[src/rtl/snake_game_ctrl.sv]
// rtl/snake_game_ctrl.sv - snake game sequencer: start/move/eat/respawn/over/win FSM
// Every output is registered except points, which is derived from size.
module snake_game_ctrl #(
  parameter int WIN_POINTS = 63,
  parameter int RETRY_MAX  = 8
) (
  input  logic       clk,
  input  logic       rst_game,
  input  logic       start,
  input  logic       tick,
  input  logic [2:0] dir_in,
  input  logic       apple_hit,
  input  logic       lethal_hit,
  input  logic [9:0] rnd_x,
  input  logic [8:0] rnd_y,
  output logic       move_en,
  output logic       clear_body,
  output logic [2:0] dir_out,
  output logic [9:0] apple_x,
  output logic [8:0] apple_y,
  output logic [6:0] size,
  output logic [6:0] points,
  output logic [2:0] state,
  output logic       game_over,
  output logic       win
);

  localparam int RW = $clog2(RETRY_MAX + 1);

  typedef enum logic [2:0] {
    S_IDLE    = 3'd0,
    S_INIT    = 3'd1,
    S_PLAY    = 3'd2,
    S_EAT     = 3'd3,
    S_RESPAWN = 3'd4,
    S_OVER    = 3'd5,
    S_WIN     = 3'd6
  } state_t;

  state_t      state_q;
  logic        move_en_q, clear_body_q, game_over_q, win_q;
  logic        tick_pending_q, apple_prev_q;
  logic [2:0]  dir_q, dir_d;
  logic [9:0]  apple_x_q;
  logic [8:0]  apple_y_q;
  logic [6:0]  size_q;
  logic [RW-1:0] retry_q;
  logic        apple_rise, rnd_ok;

  assign apple_rise = apple_hit && !apple_prev_q;
  assign rnd_ok = (rnd_x >= 10'd10) && (rnd_x <= 10'd620) &&
                  (rnd_y >= 9'd10)  && (rnd_y <= 9'd460);

  // Reversing onto the body is ignored: the reverse direction differs only in bit 1.
  always_comb begin
    dir_d = dir_q;
    if (!dir_in[2] && (dir_in != (dir_q ^ 3'b010)))
      dir_d = dir_in;
  end

  always_ff @(posedge clk or posedge rst_game) begin
    if (rst_game) begin
      state_q        <= S_IDLE;
      move_en_q      <= 1'b0;
      clear_body_q   <= 1'b0;
      game_over_q    <= 1'b0;
      win_q          <= 1'b0;
      tick_pending_q <= 1'b0;
      apple_prev_q   <= 1'b0;
      dir_q          <= 3'b000;
      apple_x_q      <= 10'd20;
      apple_y_q      <= 9'd20;
      size_q         <= 7'd1;
      retry_q        <= '0;
    end else begin
      apple_prev_q <= apple_hit;
      move_en_q    <= 1'b0;
      clear_body_q <= 1'b0;
      if (state_q != S_IDLE && !start) begin
        state_q     <= S_IDLE;
        game_over_q <= 1'b0;
        win_q       <= 1'b0;
      end else begin
        case (state_q)
          S_IDLE: begin
            if (start) begin
              state_q        <= S_INIT;
              clear_body_q   <= 1'b1;
              size_q         <= 7'd1;
              apple_x_q      <= 10'd20;
              apple_y_q      <= 9'd20;
              dir_q          <= 3'b000;
              tick_pending_q <= 1'b0;
              retry_q        <= '0;
            end
          end
          S_INIT: state_q <= S_PLAY;
          S_PLAY: begin
            if (lethal_hit) begin
              state_q     <= S_OVER;
              game_over_q <= 1'b1;
            end else begin
              if (tick || tick_pending_q) begin
                move_en_q      <= 1'b1;
                dir_q          <= dir_d;
                tick_pending_q <= 1'b0;
              end
              if (apple_rise) state_q <= S_EAT;
            end
          end
          S_EAT: begin
            if (tick) tick_pending_q <= 1'b1;
            if (size_q != 7'd127) size_q <= size_q + 7'd1;
            // The new points value equals the size before the increment.
            if (32'(size_q) >= WIN_POINTS) begin
              state_q <= S_WIN;
              win_q   <= 1'b1;
            end else begin
              state_q <= S_RESPAWN;
            end
          end
          S_RESPAWN: begin
            if (tick) tick_pending_q <= 1'b1;
            if (rnd_ok) begin
              apple_x_q <= rnd_x;
              apple_y_q <= rnd_y;
              retry_q   <= '0;
              state_q   <= S_PLAY;
            end else if (retry_q == RW'(RETRY_MAX - 1)) begin
              apple_x_q <= 10'd40;
              apple_y_q <= 9'd30;
              retry_q   <= '0;
              state_q   <= S_PLAY;
            end else begin
              retry_q <= retry_q + 1'b1;
            end
          end
          S_OVER, S_WIN: ;
          default: state_q <= S_IDLE;
        endcase
      end
    end
  end

  assign move_en    = move_en_q;
  assign clear_body = clear_body_q;
  assign dir_out    = dir_q;
  assign apple_x    = apple_x_q;
  assign apple_y    = apple_y_q;
  assign size       = size_q;
  assign points     = size_q - 7'd1;
  assign state      = state_q;
  assign game_over  = game_over_q;
  assign win        = win_q;

endmodule

[config.mk]
export PLATFORM = sky130hd
export DESIGN_NAME = snake_game_ctrl
export DESIGN_NICKNAME = d
export VERILOG_FILES = /design/src/rtl/snake_game_ctrl.sv
export SDC_FILE = /design/constraint.sdc
export NUM_CORES = 1
export LEC_CHECK = 0
export BUFFER_PORTS_ARGS = -buffer_cell sky130_fd_sc_hd__buf_2
export CORE_ASPECT_RATIO = 1.4
export CORE_MARGIN = 1.5
export CORE_UTILIZATION = 40
export DETAILED_ROUTE_END_ITERATION = 6
export HOLD_SLACK_MARGIN = 0.1
export PLACE_DENSITY = 0.66
export SLEW_MARGIN = 20
export SYNTH_ARGS = -nofsm -noshare
export SYNTH_HDL_FRONTEND = slang
export SYNTH_SLANG_ARGS = --single-unit
[constraint.sdc]
create_clock -name clk -period 2.4 [get_ports clk]
set_input_delay 0.36 -clock clk [delete_from_list [all_inputs] [get_ports clk]]
set_output_delay 0.36 -clock clk [all_outputs]
set_load 0.01 [all_outputs]
==> results.py <==
metrics = {
    "detailed_routing": {
        "drc": 0,
        "dr.first_iter.drc_count": 109,
        "antenna_left": 0,
        "vias": 1907,
        "viasPerCell": 5.34,
        "wl_mm": 5.08,
        "dr.pass1.iters": 4,
        "wl_per_cell_um": 14.2,
    },
    "cells_and_area": {
        "fin_cells": 357,
        "antenna_cells": 0,
        "n_fill_cell": 525,
        "synthToLayoutAreaGrowth_pct": 21.5,
        "final_nets": 322,
        "final_layout_size_suffix_gt1_share_pct": 34.0,
        "utilization_pct": 51.3,
    },
    "die": {
        "core_area_mm2": 0.00524,
        "die_x_um": 65.8,
        "io_pins": 71,
        "start_util_pct": 42.2,
        "die_y_um": 91.0,
        "fp-row-count": 31,
        "die_area_mm2": 0.00599,
    },
    "power": {
        "pwr-share-comb_pct": 39.9,
        "clkPwrFrac_pct": 17.3,
        "switching_share_pct": 38.7,
        "p_int_mw": 1.51,
        "p_leak_nw": 1.40,
        "power.switching_uw": 955,
        "ir_worst_vdd_mv": 0.436,
        "seqPwrFrac_pct": 42.8,
        "p_per_area_mw_per_mm2": 918,
    },
    "clock_network": {
        "tritoncts": "yes",
        "numCtsBuffers": 5,
        "post_cts_resized": 0,
        "worstSkewPairLatency_ns": 0.30,
        "clockBufferDepth": 2,
        "root_buffer": "clkbuf_8",
        "cts_setup_buffers": 0,
        "htreeDepth": 2,
        "postCtsHoldBufs": 0,
        "cts_sinks": 42,
        "cts.clk_slew.worst_paths_ns": 0.07,
    },
    "synth": {
        "synth_top_cell_area_share_pct": 41.9,
        "synthesis.nets": 253,
        "async_flop_share_pct": 100,
        "syn-cell-area_mm2": 0.00221,
        "post-synth-top-count-cell": "dfrtp_1",
        "synthTopCellsByCount": "dfrtp_1, nand2_1, o21ai_0, inv_1, nor2_1",
        "ys_seq_elements": 42,
        "netlist_instances": 222,
        "ys_warn_count": 0,
        "synth_cell_types": 53,
        "yosysSeqAreaShare_pct": 47.8,
        "synth_edf_count": 0,
        "yosys.area.top_type": "dfrtp_1",
        "avgSynthCellArea_um2": 9.96,
        "ys.flop_type": "dfrtp_1",
        "yosys-top-cells-area": "dfrtp_1, dfstp_2, a22o_1",
    },
    "placement": {
        "gp_congestion": 0.804,
        "dp_slack_ns": 0.448,
        "place_inst": 350,
        "io_buffers": 70,
        "dp_hpwl_mm": 3.83,
    },
    "timing": {
        "finalWorstPathRequiredPeriod_ns": 2.08,
        "max_freq_mhz": 480,
        "hold_viol": 0,
        "setup_viol": 0,
        "relSlewSlack_pct": 63.7,
        "finalCritPeriodShare_pct": 86.8,
        "drv_slew": 0,
        "tns_ns": 0,
        "worst_slew_pin_slew_ns": 0.545,
        "fin_skew_ns": 0.00490,
        "worst_slack_ns": 0.317,
        "rsz0062_at_grt": "false",
    },
    "worst_setup_path": {
        "crit_required_ns": 2.04,
        "crit_fanout": 10,
        "r2r_slack_ns": 0.41,
        "critPathArrivalTime_ns": 1.72,
        "crit_type": "register to output pin",
        "endpoint_kind": "output pin",
        "crit_path_start_kind": "register",
    },
    "global_routing": {
        "grt_pass1_wl_mm": 8.66,
        "grt_max_degree": 43,
        "gr-usage-all-layers_pct": 18.3,
        "overflow": 0,
        "grt_pass1_vias": 1900,
        "antenna_found_initial": 0,
    },
    "flow_run": {
        "maxCapViolations": 0,
    },
    "status": {
        "status": "completed",
    },
    "min_path": {
        "hold_path_class": "primary input to asynchronous set/reset pin",
    },
}
## routing by layer
metal | vias to the layer above | global-route usage [%] | wire (µm)
met5 | - | 0 | 0
met4 | 0 | 6.94 | 73
met3 | 6 | 3.22 | 253
met2 | 62 | 30.6 | 2580
met1 | 893 | 23.2 | 2180
li1 | 946 | - | -
## cells by family (layout without fill, tap and decap cells)
group / Yosys count / count (layout) / synth area share (%)
DFF: 42 / 42 / 47.8
xor gates and xnor gates: 11 / 11 / 4.36
adders and majority gates: 3 / 3 / 1.70
muxes: 2 / 2 / 1.02
buffers and inverters: 25 / 94 / 5.04
AOI/OAI and AO/OA: 63 / 63 / 21.3
and+or+nand+nor: 76 / 76 / 18.7
## placed cells by master, fill, tap and decap left out, types with 4 or more instances in the layout
cell / netlist / layout
buf_2: 2 / 70
dfrtp_1: 37 / 37
o21ai_0: 15 / 15
nand2_1: 15 / 15
inv_1: 14 / 14
nor2_1: 13 / 13
nand3_1: 11 / 11
a22o_1: 11 / 11
nor3_1: 9 / 9
xor2_1: 8 / 8
a21oi_1: 6 / 6
a31oi_1: 6 / 6
dfstp_2: 5 / 5
clkbuf_8: 0 / 5
o221a_2: 4 / 4
## final timing paths
check                           startpoint            to  depth (start not counted)
worst max register to register    state[1]       size[1]                          4
worst min register to register  apple_y[4]    apple_y[4]                          2
max in group asynchronous         rst_game    apple_x[2]                          3
worst min-delay path              rst_game    apple_y[0]                          3
worst max-delay path               size[0]     points[6]                          6
min in group clk                 apple_hit  apple_prev_q                          1
## sequential cells by signal (all words and copies together), names as in the netlist
| register | flops |
|---|---|
| move_en | 1 |
| state | 3 |
| apple_prev_q | 1 |
| retry_q | 4 |
| win | 1 |
| tick_pending_q | 1 |
| clear_body | 1 |
| apple_x | 10 |
| dir_out | 3 |
| apple_y | 9 |
| game_over | 1 |
| size | 7 |
## through the flow
| step | power, mW | instance area (µm²) | hold WS (ns) |
|---|---|---|---|
| detailed placement | 2.06 | 2610 | 0.470 |
| CTS | 2.50 | 2690 | 0.176 |
| global route | 2.68 | 2690 | 0.174 |
| global placement | 2.05 | 2610 | 0.463 |
| finish | 2.47 | 2690 | 0.179 |
| floorplan | 1.74 | 2210 | 0.391 |
## worst max-delay path, cell delays in order (launching register included)
cell	delay, ns
dfstp_2	0.64
inv_1	0.10
ha_1	0.23
nand2_1	0.10
nor3_1	0.07
xor2_1	0.14
buf_2	0.15
## power by group through the flow
stage | Combinational (mW) | Sequential, mW | Clock (mW)
finish | 0.985 | 1.06 | 0.426
global route | 1.11 | 1.10 | 0.480
CTS | 1.00 | 1.06 | 0.448
detailed placement | 0.996 | 1.07 | 0
global placement | 0.988 | 1.07 | 0
floorplan | 0.685 | 1.05 | 0
## cell type report
cell class                 count  area [µm²]  share of cell area [%]
timing repair buffer          73         373                    13.9
inverter                      14        52.6                    1.96
clock buffer                   5        68.8                    2.56
clock inverter                 2        10.0                   0.373
sequential                    42        1060                    39.4
multi-input combinational    155        1040                    38.8
tap                           66        82.6                    3.07
(Power assumes the default switching activity.)
